--- config.mk ---
export PLATFORM = sky130hd
export DESIGN_NAME = elastic_stage_reg
export DESIGN_NICKNAME = d
export VERILOG_FILES = /design/src/rtl/pipeline_pkg.sv /design/src/rtl/elastic_slot_ram.sv /design/src/rtl/elastic_stage_reg.sv
export SDC_FILE = /design/constraint.sdc
export NUM_CORES = 1
export LEC_CHECK = 0
export ABC_AREA = 0
export BUFFER_PORTS_ARGS = -buffer_cell sky130_fd_sc_hd__buf_2
export CAP_MARGIN = 20
export CORE_UTILIZATION = 35
export DETAILED_ROUTE_END_ITERATION = 12
export PLACE_DENSITY_LB_ADDON = 0.12
export SLEW_MARGIN = 10
export SYNTH_ARGS = -nofsm -noshare
export SYNTH_HDL_FRONTEND = slang
export SYNTH_SLANG_ARGS = --single-unit
--- constraint.sdc ---
create_clock -name CLK -period 3.89 [get_ports CLK]
set_input_delay 0.389 -clock CLK [delete_from_list [all_inputs] [get_ports CLK]]
set_output_delay 0.389 -clock CLK [all_outputs]
set_load 0.02 [all_outputs]
--- src/rtl/pipeline_pkg.sv ---
// Shared pipeline types: handshake pair, per-stage payload layouts and default
// widths used by the elastic stage registers between pipeline stages.
package pipeline_pkg;

  localparam int unsigned STALL_CNT_W_DEF = 16;
  localparam int unsigned XLEN            = 32;

  typedef struct packed {
    logic valid;
    logic ready;
  } stage_hs_t;

  // Stage payloads; instantiate a stage register with WIDTH = $bits(<type>)
  typedef struct packed {
    logic [XLEN-1:0] pc;
    logic [XLEN-1:0] instr;
  } if_id_t;

  typedef struct packed {
    logic [XLEN-1:0] pc;
    logic [XLEN-1:0] rs1Val;
    logic [XLEN-1:0] rs2Val;
    logic [XLEN-1:0] imm;
    logic [4:0]      rd;
    logic [3:0]      aluOp;
    logic            memRead;
    logic            memWrite;
    logic            regWrite;
  } id_ex_t;

  typedef struct packed {
    logic [XLEN-1:0] aluRes;
    logic [XLEN-1:0] storeVal;
    logic [4:0]      rd;
    logic            memRead;
    logic            memWrite;
    logic            regWrite;
  } ex_mem_t;

  typedef struct packed {
    logic [XLEN-1:0] wbVal;
    logic [4:0]      rd;
    logic            regWrite;
  } mem_wr_t;

endpackage

--- src/rtl/elastic_slot_ram.sv ---
// DEPTH x WIDTH register array: one indexed write port, one asynchronous
// indexed read port, contents cleared asynchronously on RST.
module elastic_slot_ram #(
  parameter int unsigned WIDTH = 32,
  parameter int unsigned DEPTH = 2,
  parameter int unsigned IDX_W = 1
) (
  input  logic             CLK,
  input  logic             RST,
  input  logic             wrEn,
  input  logic [IDX_W-1:0] wrIdx,
  input  logic [WIDTH-1:0] wrData,
  input  logic [IDX_W-1:0] rdIdx,
  output logic [WIDTH-1:0] rdData
);

  logic [WIDTH-1:0] mem [DEPTH];

  always_ff @(posedge CLK or posedge RST) begin
    if (RST) begin
      for (int i = 0; i < int'(DEPTH); i++) mem[i] <= '0;
    end else if (wrEn) begin
      mem[wrIdx] <= wrData;
    end
  end

  assign rdData = mem[rdIdx];

endmodule

--- src/rtl/elastic_stage_reg.sv ---
// Generic elastic pipeline stage register: in-order skid queue with
// valid/ready on both sides, synchronous flush and a saturating stall counter.
module elastic_stage_reg
  import pipeline_pkg::*;
#(
  parameter  int unsigned WIDTH       = 32,
  parameter  int unsigned DEPTH       = 2,
  parameter  int unsigned STALL_CNT_W = STALL_CNT_W_DEF,
  localparam int unsigned CNT_W       = $clog2(DEPTH + 1)
) (
  input  logic                   CLK,
  input  logic                   RST,
  input  logic                   flush,
  input  logic                   in_valid,
  output logic                   in_ready,
  input  logic [WIDTH-1:0]       in_data,
  output logic                   out_valid,
  input  logic                   out_ready,
  output logic [WIDTH-1:0]       out_data,
  output logic [CNT_W-1:0]       count,
  output logic [STALL_CNT_W-1:0] stall_cnt
);

  localparam int unsigned IDX_W = (DEPTH > 1) ? $clog2(DEPTH) : 1;

  logic [IDX_W-1:0]       wrPtr, rdPtr, wrPtrNext, rdPtrNext;
  logic [CNT_W-1:0]       countQ, countNext;
  logic [STALL_CNT_W-1:0] stallQ, stallNext;
  logic                   pushEn, popEn;

  // Wrap from DEPTH-1 to 0; DEPTH need not be a power of two
  function automatic logic [IDX_W-1:0] ptrInc(input logic [IDX_W-1:0] p);
    return (p == IDX_W'(DEPTH - 1)) ? '0 : p + IDX_W'(1);
  endfunction

  assign in_ready  = (countQ != CNT_W'(DEPTH));
  assign out_valid = (countQ != '0);
  assign pushEn    = in_valid && in_ready && !flush;
  assign popEn     = out_valid && out_ready;
  assign count     = countQ;
  assign stall_cnt = stallQ;

  always_comb begin
    wrPtrNext = wrPtr;
    rdPtrNext = rdPtr;
    countNext = countQ;
    stallNext = stallQ;
    if (flush) begin
      wrPtrNext = '0;
      rdPtrNext = '0;
      countNext = '0;
    end else begin
      if (pushEn) wrPtrNext = ptrInc(wrPtr);
      if (popEn)  rdPtrNext = ptrInc(rdPtr);
      countNext = countQ + CNT_W'(pushEn) - CNT_W'(popEn);
    end
    if (out_valid && !out_ready && (stallQ != '1)) begin
      stallNext = stallQ + STALL_CNT_W'(1);
    end
  end

  always_ff @(posedge CLK or posedge RST) begin
    if (RST) begin
      wrPtr  <= '0;
      rdPtr  <= '0;
      countQ <= '0;
      stallQ <= '0;
    end else begin
      wrPtr  <= wrPtrNext;
      rdPtr  <= rdPtrNext;
      countQ <= countNext;
      stallQ <= stallNext;
    end
  end

  elastic_slot_ram #(
    .WIDTH (WIDTH),
    .DEPTH (DEPTH),
    .IDX_W (IDX_W)
  ) u_slots (
    .CLK    (CLK),
    .RST    (RST),
    .wrEn   (pushEn),
    .wrIdx  (wrPtr),
    .wrData (in_data),
    .rdIdx  (rdPtr),
    .rdData (out_data)
  );

`ifndef SYNTHESIS
  always_ff @(posedge CLK) begin
    if (!RST) begin
      assert (!(in_valid && in_ready && $isunknown(in_data)))
        else $error("in_data unknown on push");
      assert (countQ <= CNT_W'(DEPTH))
        else $error("occupancy above DEPTH");
    end
  end
`endif

endmodule
==> results_dict.tcl <==
set metrics [dict create \
    synth_area_sq_um 3770 \
    critPathKind "flop to output pin" \
    clk_pin_slew_worst_paths_ns 0.08 \
    routed_wl_um 7480 \
    peakVddDrop_mv 0.340 \
    tns_ns 0 \
    drtIter0Drc 93 \
    ios 89 \
    end_kind "output pin" \
    leakage_nw 2.18 \
    cts_resized 0 \
    overflow 0 \
    cp_slowest_cell "dfrtp_1" \
    worst_path_dominant_cell_family "flip-flops" \
    dr.pass1.iters 4 \
    start_util 0.363 \
    yosys_most_used_dff "dfrtp_1" \
    yosys.area.top_type "dfrtp_1" \
    crit_required_ns 3.50 \
    core_sq_um 10400 \
    dieArea_sq_um 11200 \
    h-tree-depth 3 \
    layout_min_cycle_time_ns 2.49 \
    grt_setup_unrepaired "no" \
    place_congestion 0.725 \
    ys_types 30 \
    n_antenna_cell 0 \
    drcViolationCount 0 \
    hold_path.class "input pin to flop" \
    rows 37 \
    drt.antenna.violating_nets 0 \
    fmax_mhz 402 \
    critPathArrivalTime_ns 2.10 \
    netlist_top_cells_count "mux2_2 (96), dfrtp_1 (84), xor2_1 (15)" \
    ys_ff_latch 84 \
    syn-num-nets 307 \
    synth-warning-count 0 \
    timing.final.crit_share 0.639 \
    grt_pass1_wl_um 12400 \
    clkSinkCount 84 \
    dp_hpwl_um 5040 \
    syn_to_final_growth_pct 22.7 \
    clock_path_buffers 2 \
    dp_slack_ns 1.69 \
    finalClockSkew_ns 0.0102 \
    num_vias 2375 \
    hold_viol_final 0 \
    crit_path_start_kind "flop" \
    grt_pass1_vias 2428 \
    die_w_um 106 \
    cp_max_fo 17 \
    max_stage_delay_ns 0.83 \
    setup_ws_ns 1.40 \
    crit_chain "buf_4, mux2_2, buf_2" \
    path_buf_inv 2 \
    cts_made_buffers 9 \
    async_flop_share 1.00 \
    drive_above_1_share 0.577 \
    tritoncts "built" \
    grt_start_max_net_pins 47 \
    die_h_um 106 \
    finish.instance_area_sq_um 4620 \
    antenna_found_initial 0 \
    io_buffers 88 \
    via_per_inst 4.75 \
    power_density_nw_per_um2 794 \
    nets 399 \
    synth-edff-count 0 \
    setup-violations-final 0 \
    hold_slack_ns 0.268 \
    worstSkewPairLatency_ns 0.36 \
    wire_per_inst_um 15.0 \
    status "finished clean" \
    synth.most_common_cell "mux2_2" \
    slew_viol_final 0 \
    post-synth-top-area-fraction 0.558 \
    gr-usage-all-layers 0.145 \
    worst_pin_slew_ns 1.02 \
    drv_cap 0 \
    postSynthCellCount 267 \
    place_area_sq_um 4360 \
    relSlewSlack 0.315 \
    syn_avg_cell_area_sq_um 14.1 \
    synthTopCellsByArea "dfrtp_1 (56%), mux2_2 (29%), xor2_1 (3.5%), ha_1 (1.0%), nor2_1 (1.0%)" \
    cts_root_buf "clkbuf_8" \
    ys_seq_area_frac 0.558 \
    final_core_util 0.446 \
]
[worst register-to-register path, delay by kind of cell, from the launching register on]
kind             cells  cell delay [ns]
DFF                  1             0.44
muxes                1             0.44
and+or+nand+nor      3             1.17
[placed cells by master, fill, tap and decap left out, types with 2 or more instances in the layout]
cell and count:
ha_1 3, inv_1 2, nand4_1 4, mux2_2 96, buf_4 3, clkbuf_8 10
or2_1 2, buf_2 88, nor4_1 3, xor2_1 15, dfrtp_1 84, nand2_1 8
bufinv_16 3, nand3_1 6, nor3_1 5, nor2_1 10, xnor2_1 3
[logic make-up after synthesis]
kind of cell | share of synthesized area
muxes | 0.294
AOI/OAI and AO/OA | 0.00996
adders and majority gates | 0.00996
buffers and inverters | 0.0219
and+or+nand+nor | 0.0644
DFF | 0.558
xor gates and xnor gates | 0.0418
[where the power goes]
part	leakage, nW	internal [W]	switching [W]
logic	1.02	0.000720	0.000716
registers	1.03	0.00124	0.000223
clock network	0.124	0.000448	0.000322
total	2.18	0.00241	0.00126
[per-layer routing]
layer | GRT usage | share of wire | up-vias
met5 | 0 | 0 | -
met4 | 0.0804 | 0.016 | 0
met3 | 0.0272 | 0.046 | 9
met2 | 0.216 | 0.46 | 61
met1 | 0.199 | 0.48 | 1177
li1 | - | - | 1128
[metrics by stage]
stage	std cells	power, W
after floorplan	267	0.00252
after global placement	482	0.00291
after detailed placement	483	0.00294
after CTS	500	0.00373
after global routing	500	0.00390
final	500	0.00367
[layout make-up]
type,count,area [sq um]
well taps,136,170
repair buffers,93,500
clock inverters,5,108
inverters,3,12.5
clock buffers,11,141
multi-input cells,168,1590
flip-flops and latches,84,2100
fillers,967,5750
[repair_timing]
| action | CTS | global route |
|---|---|---|
| hold endpoints to repair | 15 | 0 |
| hold buffers | 1 | 0 |
| setup buffers | 0 | 0 |
[final timing paths]
path,from,end,slack (ns),cells after the start
worst max-delay path,rdPtr,out_data[25],1.40,3
worst min-delay path,flush,count[1],0.27,2
worst max register to register,count[1],u_slots.mem[61],1.74,4
worst min register to register,u_slots.mem[56],u_slots.mem[56],0.50,1
max in group asynchronous,RST,wrPtr,2.48,5
min in group asynchronous,RST,u_slots.mem[40],0.52,3
[sequential cells by signal, summed over array words and instances, names as in the netlist]
register	flops
count	2
wrPtr	1
rdPtr	1
stall_cnt	16
u_slots.mem	64
No activity file was read; power rests on OpenSTA's default activity.
